## src/rtl/pipe_hazard_ctrl.sv

```systemverilog
// pipe_hazard_ctrl: 5-stage pipeline sequencing (load-use stall, branch flush, halt drain, counters)
module pipe_hazard_ctrl #(
    parameter int          OP_W      = 6,
    parameter int          REG_W     = 5,
    parameter logic [OP_W-1:0] HALT_OP = '1,
    parameter int          DRAIN_CYC = 3,
    parameter int          CNT_W     = 32
) (
    input  logic             sysclk,
    input  logic             rstd,
    input  logic             id_valid,
    input  logic [OP_W-1:0]  id_op,
    input  logic [REG_W-1:0] id_rs,
    input  logic [REG_W-1:0] id_rt,
    input  logic             id_uses_rt,
    input  logic             ex_valid,
    input  logic             ex_is_load,
    input  logic [REG_W-1:0] ex_rd,
    input  logic             ex_branch_taken,
    input  logic             wb_valid,
    output logic             pc_en,
    output logic             ifid_en,
    output logic             ifid_flush,
    output logic             idex_bubble,
    output logic             halted,
    output logic [1:0]       state,
    output logic [CNT_W-1:0] cycle_cnt,
    output logic [CNT_W-1:0] retire_cnt
);
    localparam int DW = DRAIN_CYC > 1 ? $clog2(DRAIN_CYC) : 1;
    typedef enum logic [1:0] {RUN = 2'd0, DRAIN = 2'd1, HALT = 2'd2} state_t;
    state_t         st;
    logic [DW-1:0]  dcnt;
    logic           hazard, halt_id, run, drn;
    assign hazard  = id_valid & ex_valid & ex_is_load & (ex_rd != '0) &
                     ((ex_rd == id_rs) | (id_uses_rt & (ex_rd == id_rt)));
    assign halt_id = id_valid & (id_op == HALT_OP);
    assign run     = st == RUN;
    assign drn     = st == DRAIN;
    assign state   = st;
    always_comb begin
        pc_en       = !rstd & run & (ex_branch_taken | (!halt_id & !hazard));
        ifid_en     = !rstd & (drn | (run & (ex_branch_taken | halt_id | !hazard)));
        ifid_flush  = rstd | drn | (run & (ex_branch_taken | halt_id));
        idex_bubble = rstd | !run | ex_branch_taken | (!halt_id & hazard);
        halted      = !rstd & (st == HALT);
    end
    always_ff @(posedge sysclk) begin
        if (rstd) begin
            st         <= RUN;
            dcnt       <= '0;
            cycle_cnt  <= '0;
            retire_cnt <= '0;
        end else begin
            cycle_cnt  <= (st != HALT && cycle_cnt != '1) ? cycle_cnt + CNT_W'(1) : cycle_cnt;
            retire_cnt <= (wb_valid && retire_cnt != '1) ? retire_cnt + CNT_W'(1) : retire_cnt;
            if (run && !ex_branch_taken && halt_id) begin
                st   <= DRAIN;
                dcnt <= DW'(DRAIN_CYC - 1);
            end else if (drn) begin
                st   <= (dcnt == '0) ? HALT : DRAIN;
                dcnt <= (dcnt == '0) ? dcnt : dcnt - DW'(1);
            end
        end
    end
endmodule

```

## config.mk

```make
export PLATFORM = sky130hd
export DESIGN_NAME = pipe_hazard_ctrl
export DESIGN_NICKNAME = d
export VERILOG_FILES = /design/src/rtl/pipe_hazard_ctrl.sv
export SDC_FILE = /design/constraint.sdc
export NUM_CORES = 1
export LEC_CHECK = 0
export CAP_MARGIN = 0
export CELL_PAD_IN_SITES_DETAIL_PLACEMENT = 1
export CELL_PAD_IN_SITES_GLOBAL_PLACEMENT = 1
export CORE_ASPECT_RATIO = 1.25
export CORE_MARGIN = 5
export CORE_UTILIZATION = 30
export DETAILED_ROUTE_END_ITERATION = 10
export PLACE_DENSITY = 0.69
export SYNTH_ARGS = -nofsm -noshare
export SYNTH_HDL_FRONTEND = slang
export SYNTH_SLANG_ARGS = --single-unit
export TNS_END_PERCENT = 5
```

## constraint.sdc

```tcl
create_clock -name sysclk -period 2.35 [get_ports sysclk]
set_input_delay 0.47 -clock sysclk [delete_from_list [all_inputs] [get_ports sysclk]]
set_output_delay 0.47 -clock sysclk [all_outputs]
set_load 0.05 [all_outputs]
```

==> results of run 1 <==
-- worst min-delay path, stage by stage (launching register included) --
cell and delay, ns:
sky130_fd_sc_hd__dfxtp_1 0.33, sky130_fd_sc_hd__o31ai_1 0.07, sky130_fd_sc_hd__a21oi_1 0.06
-- metrics by stage --
step | instances | total power [mW]
floorplan | 443 | 1.307
global placement | 735 | 1.415
detailed placement | 735 | 1.422
CTS | 750 | 2.835
global route | 750 | 2.890
finish | 750 | 2.796
-- synth_stat cells (all sizes together), types with 2 or more instances --
cell type,number
and2,5
o2111a,2
nand4,24
nor2b,6
o31ai,8
a31o,3
a31oi,9
nand2b,5
nand2,21
xor2,12
xnor2,25
or3,11
and3,4
o21bai,2
a211oi,2
o21ai,12
nor2,51
and4,5
a21oi,28
nor4,14
dfxtp,68
inv,12
clkbuf,12
o211ai,2
mux2i,2
a2111oi,5
ha,2
nand3,21
or4,14
a21o,2
a311oi,2
a41o,2
buf,8
or2,8
nor3,18
mux2,5
-- power by group through the flow --
stage	clock (mW)	sequential (mW)	combinational (mW)
floorplan	0	1.23	0.0796
CTS	1.44	1.17	0.222
global route	1.48	1.18	0.232
detailed placement	0	1.20	0.222
global placement	0	1.20	0.216
finish	1.41	1.17	0.216
-- cells in the final DEF, fill, tap and decap left out, drive strengths merged, types with 15 or more instances in the layout --
cell / n
clkbuf: 15
clkdlybuf4s50: 81
nand2: 21
xnor2: 25
nor2: 51
buf: 62
nor3: 18
nand3: 21
a21oi: 28
dfxtp: 68
nand4: 24
-- metal layers --
metal | vias up | share of wire (%) | GRT usage (%)
li1 | 1922 | - | -
met1 | 1909 | 40 | 18.53
met2 | 78 | 53 | 31.01
met3 | 13 | 4.6 | 4.017
met4 | 0 | 1.7 | 6.029
met5 | - | 0 | 0
-- registers in the layout, indices dropped and copies added, names as in the netlist --
name and cells:
state 2, retire_cnt 32, cycle_cnt 32, dcnt 2
-- path summary, 6_finish.rpt --
| path | depth (start not counted) | to | slack (ns) | start |
|---|---|---|---|---|
| max | 5 | pc_en | 0.05 | id_valid |
| min | 2 | cycle_cnt[7]$_SDFFE_PP0P_ | 0.50 | cycle_cnt[7]$_SDFFE_PP0P_ |
| max reg2reg | 6 | cycle_cnt[6]$_SDFFE_PP0P_ | 0.16 | cycle_cnt[11]$_SDFFE_PP0P_ |
| min reg2reg | 2 | cycle_cnt[7]$_SDFFE_PP0P_ | 0.50 | cycle_cnt[7]$_SDFFE_PP0P_ |
-- repair_timing --
action,4_1_cts,5_1_grt
pin swaps,11,1
gates resized for setup,40,2
endpoints found under the hold margin,0,0
setup endpoints to repair,3,5
gates cloned,0,0
-- area by class of cell --
cell class	instances	area share, %
Multi-Input combinational cell	343	41.21
Sequential cell	68	24.52
Timing Repair Buffer	148	24.30
Clock buffer	14	4.927
Tap cell	164	3.690
Inverter	12	0.8099
Clock inverter	1	0.5399
-- cells by family after synthesis --
family          after synthesis  share of synthesized area [%]
simple gates                208                          31.90
buf+inv                      32                          3.437
flops                        68                          36.30
fa+ha+maj                     2                         0.6672
xor+xnor                     37                          8.642
compound gates               89                          17.02
mux                           7                          2.035
==> out/summary.log, run 1 <==
qor: floorplanning.die_width 110.0 microns
qor: floorplanning.initial_utilization 30.69%
qor: logic_synthesis.yosysUniqueCellTypes 58
qor: route.wire_per_inst 16.24 microns
qor: logic_synthesis.proportion_of_synthesized_flip_flops_having_asynchronous_set_or_reset 0%
qor: placement.gp_congestion 0.8651
qor: clocking.clockRootBuffer sky130_fd_sc_hd__clkbuf_16
qor: logic_synthesis.syn_std_cell_area 0.003750 sq mm
qor: setup_path.critPathKind in2out
qor: final_layout.final-seq-area 0.001364 sq mm
qor: setup_path.cp-end-kind primary output
qor: clocking.cts_post_setup_buffers_inserted 0
qor: timing.slew_headroom 58.90%
qor: setup_path.timing.critical_path.slowest_stage_cell sky130_fd_sc_hd__clkdlybuf4s50_1
qor: setup_path.timing.critical_path.max_delay_family buffers and inverters
qor: power_and_ir_drop.internal-power 2.164 mW
qor: route.detail-route-antenna-nets 0
qor: clocking.cts.hold.buffers_added 0
qor: placement.port_buffer_count 99
qor: final_layout.syn2layout_area_growth 48.31%
qor: timing.fmax 0.4338 GHz
qor: logic_synthesis.ys_seq_elements 68
qor: placement.hpwlAfterDp 9366 microns
qor: setup_path.crit_path_start_kind input pin
qor: clocking.cts_made_buffers 9
qor: timing.finClkSkew 0.007387 ns
qor: power_and_ir_drop.leakagePower 1.935 nW
qor: floorplanning.core 0.01222 sq mm
qor: logic_synthesis.count_of_flip_flops_with_a_built_in_enable_after_synthesis 0
qor: power_and_ir_drop.power_frac_comb 7.7%
qor: setup_path.critical_path_peak_fanout 5
qor: setup_path.wp_data_required 1.88 ns
qor: run_status.run_status finished clean
qor: power_and_ir_drop.power-per-cell-area 502.8 mW/mm^2
qor: placement.placed_cell_area 0.005270 sq mm
qor: final_layout.final_util 45.52%
qor: clocking.clock_sinks 68
qor: global_routing.grtUsageTotal 16.90%
qor: logic_synthesis.synth-seq-area-share 36.30%
qor: run.cap_viol_max_count 0
qor: setup_path.cp_num_buf_inv 2
qor: timing.slack_of_the_critical_path 0.04501 ns
qor: clocking.clk_latency 0.34 ns
qor: global_routing.number_of_global_route_vias_before_repair 4,121
qor: timing.rsz0062_at_grt yes
qor: timing.worst_pin_slew 0.6010 ns
qor: timing.setup_violations 0
qor: clocking.cts_tree yes
qor: floorplanning.core.rowCount 45
qor: logic_synthesis.synthesis.nets 474
qor: power_and_ir_drop.peakVddDrop 0.0002429 V
qor: timing.final.min_clock_period 2.305 ns
qor: global_routing.grt_remaining_overflow 0
qor: final_layout.multiInputGateArea 0.002292 sq mm
qor: clocking.htreeDepth 3
qor: min_path.holdCritPathClass reg2reg
qor: clocking.clk_pin_slew 0.05 ns
qor: timing.final.setup.tns 0 ns
qor: setup_path.critical_path_arrival 1.83 ns
qor: logic_synthesis.yosysWarnings 0
qor: global_routing.antenna_violations_before_repair 0
qor: route.detailroute.via_count 3,922
qor: clocking.clockBufferDepth 2
qor: logic_synthesis.yosys-top-cells-area sky130_fd_sc_hd__dfxtp_1, sky130_fd_sc_hd__xnor2_1, sky130_fd_sc_hd__nor2_1, sky130_fd_sc_hd__a21oi_1, sky130_fd_sc_hd__nand4_1
qor: power_and_ir_drop.power.switching 0.6322 mW
qor: logic_synthesis.synthFlopType sky130_fd_sc_hd__dfxtp_1
qor: timing.timing.final.crit_share 98.08%
qor: route.drt_pass_1_iters 4
qor: floorplanning.design.die.area 0.01485 sq mm
qor: final_layout.n_fill_cell 1,462
qor: logic_synthesis.avgSynthCellArea 8.465 sq um
qor: global_routing.grt_first_pass_wirelength 19,990 microns
qor: timing.timing.final.hold_violations 0
qor: final_layout.n_antenna_cell 0
qor: logic_synthesis.synth_largest_type_area_fraction 36.30%
qor: floorplanning.die_height 135.0 microns
qor: placement.place_worst_setup_slack -0.4388 ns
qor: route.postRouteWirelength 12,180 microns
qor: timing.pins_over_their_slew_limit 0
qor: power_and_ir_drop.power.share.switching 22.61%
qor: setup_path.worstPathCellList clkdlybuf4s50_1 > and4_1 > nand4_1 > a31o_2 > buf_12
qor: route.detail_route.iter0.violations 108
qor: power_and_ir_drop.seq_power_share 42.0%
qor: logic_synthesis.yosysTopAreaCell sky130_fd_sc_hd__dfxtp_1
qor: setup_path.critPathMaxStageDelay 0.48 ns
qor: floorplanning.top_level_ports 100
qor: power_and_ir_drop.pwr-share-clk 50.3%
qor: timing.final.hold.worst_slack 0.5023 ns
qor: logic_synthesis.netlist_instances 443
qor: final_layout.share_of_cells_above_drive_strength_1 19.80%
qor: final_layout.final_net_count 613
qor: route.viasPerCell 5.229
qor: route.drcViolationCount 0
qor: global_routing.grt_start_max_net_pins 60
qor: final_layout.design_area 0.005562 sq mm
Power figures use the tool's default switching activity.
==> run 2: changes to the inputs <==
==> constraint.sdc (replaced) <==
create_clock -name sysclk -period 2.35 [get_ports sysclk]
set_input_delay 0.3525 -clock sysclk [delete_from_list [all_inputs] [get_ports sysclk]]
set_output_delay 0.3525 -clock sysclk [all_outputs]
set_load 0.05 [all_outputs]
==> run 2 against run 1 <==
Effect of this change:
- sequential power about the same
- utilization unchanged
- clock power down 13%
- wire length about the same
- first-iteration DRC count up 10%
- combinational power up 2%
- die area unchanged
- total power down 6.4%
- critical endpoint is now idex_bubble
- largest cell class unchanged
- largest power group unchanged
==> out/summary.log, run 2 (synthesis gave the netlist of run 1 again) <==
qor: floorplanning.design.die.area 0.01485 sq mm
qor: route.postRouteWirelength 12,170 microns
qor: final_layout.final-seq-area 0.001364 sq mm
qor: timing.worst_pin_slew 0.7092 ns
qor: setup_path.timing.critical_path.slowest_stage_cell sky130_fd_sc_hd__clkdlybuf4s50_1
qor: min_path.hold_path_startpoint cycle_cnt[7]$_SDFFE_PP0P_
qor: setup_path.critPathKind in2out
qor: clocking.cts.hold.buffers_added 0
qor: floorplanning.die_height 135.0 microns
qor: final_layout.final_util 45.52%
qor: global_routing.number_of_global_route_vias_before_repair 4,172
qor: clocking.clock_sinks 68
qor: run.cap_viol_max_count 0
qor: placement.hpwlAfterDp 9131 microns
qor: route.viasPerCell 5.240
qor: final_layout.multiInputGateArea 0.002282 sq mm
qor: timing.rsz0062_at_grt no
qor: route.detail-route-antenna-nets 0
qor: route.drcViolationCount 0
qor: final_layout.syn2layout_area_growth 48.31%
qor: floorplanning.core.rowCount 45
qor: floorplanning.die_width 110.0 microns
qor: setup_path.crit_path_start_kind input pin
qor: placement.port_buffer_count 99
qor: clocking.clockRootBuffer sky130_fd_sc_hd__clkbuf_16
qor: timing.slack_of_the_critical_path 0.1469 ns
qor: timing.slew_headroom 52.29%
qor: setup_path.worstSetupStartpoint id_rs[3]
qor: timing.timing.final.hold_violations 0
qor: clocking.htreeDepth 3
qor: setup_path.rr_startpoint cycle_cnt[0]$_SDFFE_PP0P_
qor: setup_path.worstRegToRegCells 7
qor: setup_path.endpoint_of_the_worst_register_to_register_path cycle_cnt[12]$_SDFFE_PP0P_
qor: setup_path.reg2reg_setup_slack 0.15 ns
qor: clocking.cts_tree yes
qor: setup_path.worstPathCellList clkdlybuf4s50_1 > xor2_1 > nor3_2 > nand3_1 > a21o_1 > o211ai_1 > clkbuf_16
qor: clocking.clk_pin_slew 0.06 ns
qor: setup_path.cp_num_buf_inv 2
qor: timing.fmax 0.4539 GHz
qor: global_routing.grt_start_max_net_pins 80
qor: global_routing.grt_remaining_overflow 0
qor: setup_path.critPathMaxStageDelay 0.41 ns
qor: route.wire_per_inst 16.23 microns
qor: final_layout.share_of_cells_above_drive_strength_1 17.75%
qor: timing.final.setup.tns 0 ns
qor: global_routing.grtUsageTotal 16.83%
qor: final_layout.final_net_count 612
qor: final_layout.mostFrequentLayoutCells sky130_fd_sc_hd__clkdlybuf4s50_1, sky130_fd_sc_hd__dfxtp_1, sky130_fd_sc_hd__nor2_1
qor: route.detailroute.via_count 3,930
qor: min_path.hold_path_end cycle_cnt[7]$_SDFFE_PP0P_
qor: final_layout.reg.largest.list cycle_cnt (32), retire_cnt (32)
qor: placement.place_worst_setup_slack -0.1088 ns
qor: clocking.cts_post_setup_buffers_inserted 0
qor: clocking.clockBufferDepth 2
qor: setup_path.timing.critical_path.max_delay_family buffers and inverters
qor: placement.gp_congestion 0.8502
qor: power_and_ir_drop.peakVddDrop 0.0002530 V
qor: global_routing.antenna_violations_before_repair 0
qor: run_status.run_status finished clean
qor: final_layout.n_fill_cell 1,453
qor: final_layout.finalNonFillerCells 750
qor: timing.pins_over_their_slew_limit 0
qor: floorplanning.top_level_ports 100
qor: timing.final.min_clock_period 2.203 ns
qor: min_path.min_delay_path_depth 2
qor: timing.timing.final.crit_share 93.75%
qor: timing.finClkSkew 0.006619 ns
qor: placement.place_inst 734
qor: power_and_ir_drop.leakagePower 1.948 nW
qor: min_path.holdCritPathClass reg2reg
qor: setup_path.critical_path_arrival 1.85 ns
qor: final_layout.mostFrequentLayoutCell sky130_fd_sc_hd__clkdlybuf4s50_1
qor: timing.setup_violations 0
qor: clocking.cts_made_buffers 9
qor: floorplanning.initial_utilization 30.69%
qor: global_routing.grt_first_pass_wirelength 20,070 microns
qor: setup_path.cp-end-kind primary output
qor: route.detail_route.iter0.violations 119
qor: floorplanning.core 0.01222 sq mm
qor: route.drt_pass_1_iters 4
qor: setup_path.critical_path_peak_fanout 3
qor: final_layout.n_antenna_cell 0
qor: clocking.clk_latency 0.33 ns
qor: setup_path.wp_data_required 2.00 ns
qor: power_and_ir_drop.power-per-cell-area 470.5 mW/mm^2
qor: power_and_ir_drop.total_power_consumption_of_the_routed_design 2.617 mW
## run 2: changes by cell type in the layout (fill, tap and decap cells not counted), sizes merged
| cell | previous run | this run |
|---|---|---|
| dlygate4sd2 | 4 | 6 |
| clkdlybuf4s50 | 81 | 84 |
| buf | 62 | 53 |
| clkinv | 0 | 2 |
| dlymetal6s2s | 0 | 3 |
| bufinv | 1 | 0 |
## run 2: area by class of cell
cell class,count,area share [%]
clock buffers,14,4.567
inverters,12,0.8099
clock inverters,2,0.1800
repair buffers,147,25.20
flip-flops and latches,68,24.52
well taps,164,3.690
multi-input cells,343,41.03
## run 2: worst min-delay path, cell delays in order (launching register included)
cell                      delay (ns)
sky130_fd_sc_hd__dfxtp_1        0.33
sky130_fd_sc_hd__o31ai_1        0.07
sky130_fd_sc_hd__a21oi_1        0.06
## run 2: power breakdown
group	switching (mW)	internal [mW]	leakage, nW
Clock	0.481	0.741	0.131
Combinational	0.115	0.105	1.27
Sequential	0.0124	1.16	0.549
## run 2: how the worst max path moves through the flow
| stage | to | cells past startpoint |
|---|---|---|
| 2_1_floorplan | cycle_cnt[30]$_SDFFE_PP0P_ | 6 |
| 3_3_place_gp | idex_bubble | 7 |
| 3_5_place_dp | idex_bubble | 7 |
| 4_1_cts | idex_bubble | 7 |
| 5_1_grt | cycle_cnt[12]$_SDFFE_PP0P_ | 7 |
| 6_report | idex_bubble | 7 |
## run 2: repair_timing
action	CTS	global route
setup endpoints to repair	3	2
pin swaps	4	5
resized for setup	8	6
## run 2: per-stage QoR
step | instance area (sq um) | hold WS, ns
4_1_cts | 5550 | 0.5047
6_report | 5562 | 0.5030
3_5_place_dp | 5275 | 0.4937
3_3_place_gp | 5275 | 0.4840
2_1_floorplan | 3757 | 0.4799
5_1_grt | 5562 | 0.5391
## run 2: routing by layer
metal | routed length [microns] | GRT usage (%)
met5 | 0 | 0
met4 | 214 | 5.683
met2 | 6456 | 31.31
met1 | 4932 | 18.12
met3 | 570 | 4.113
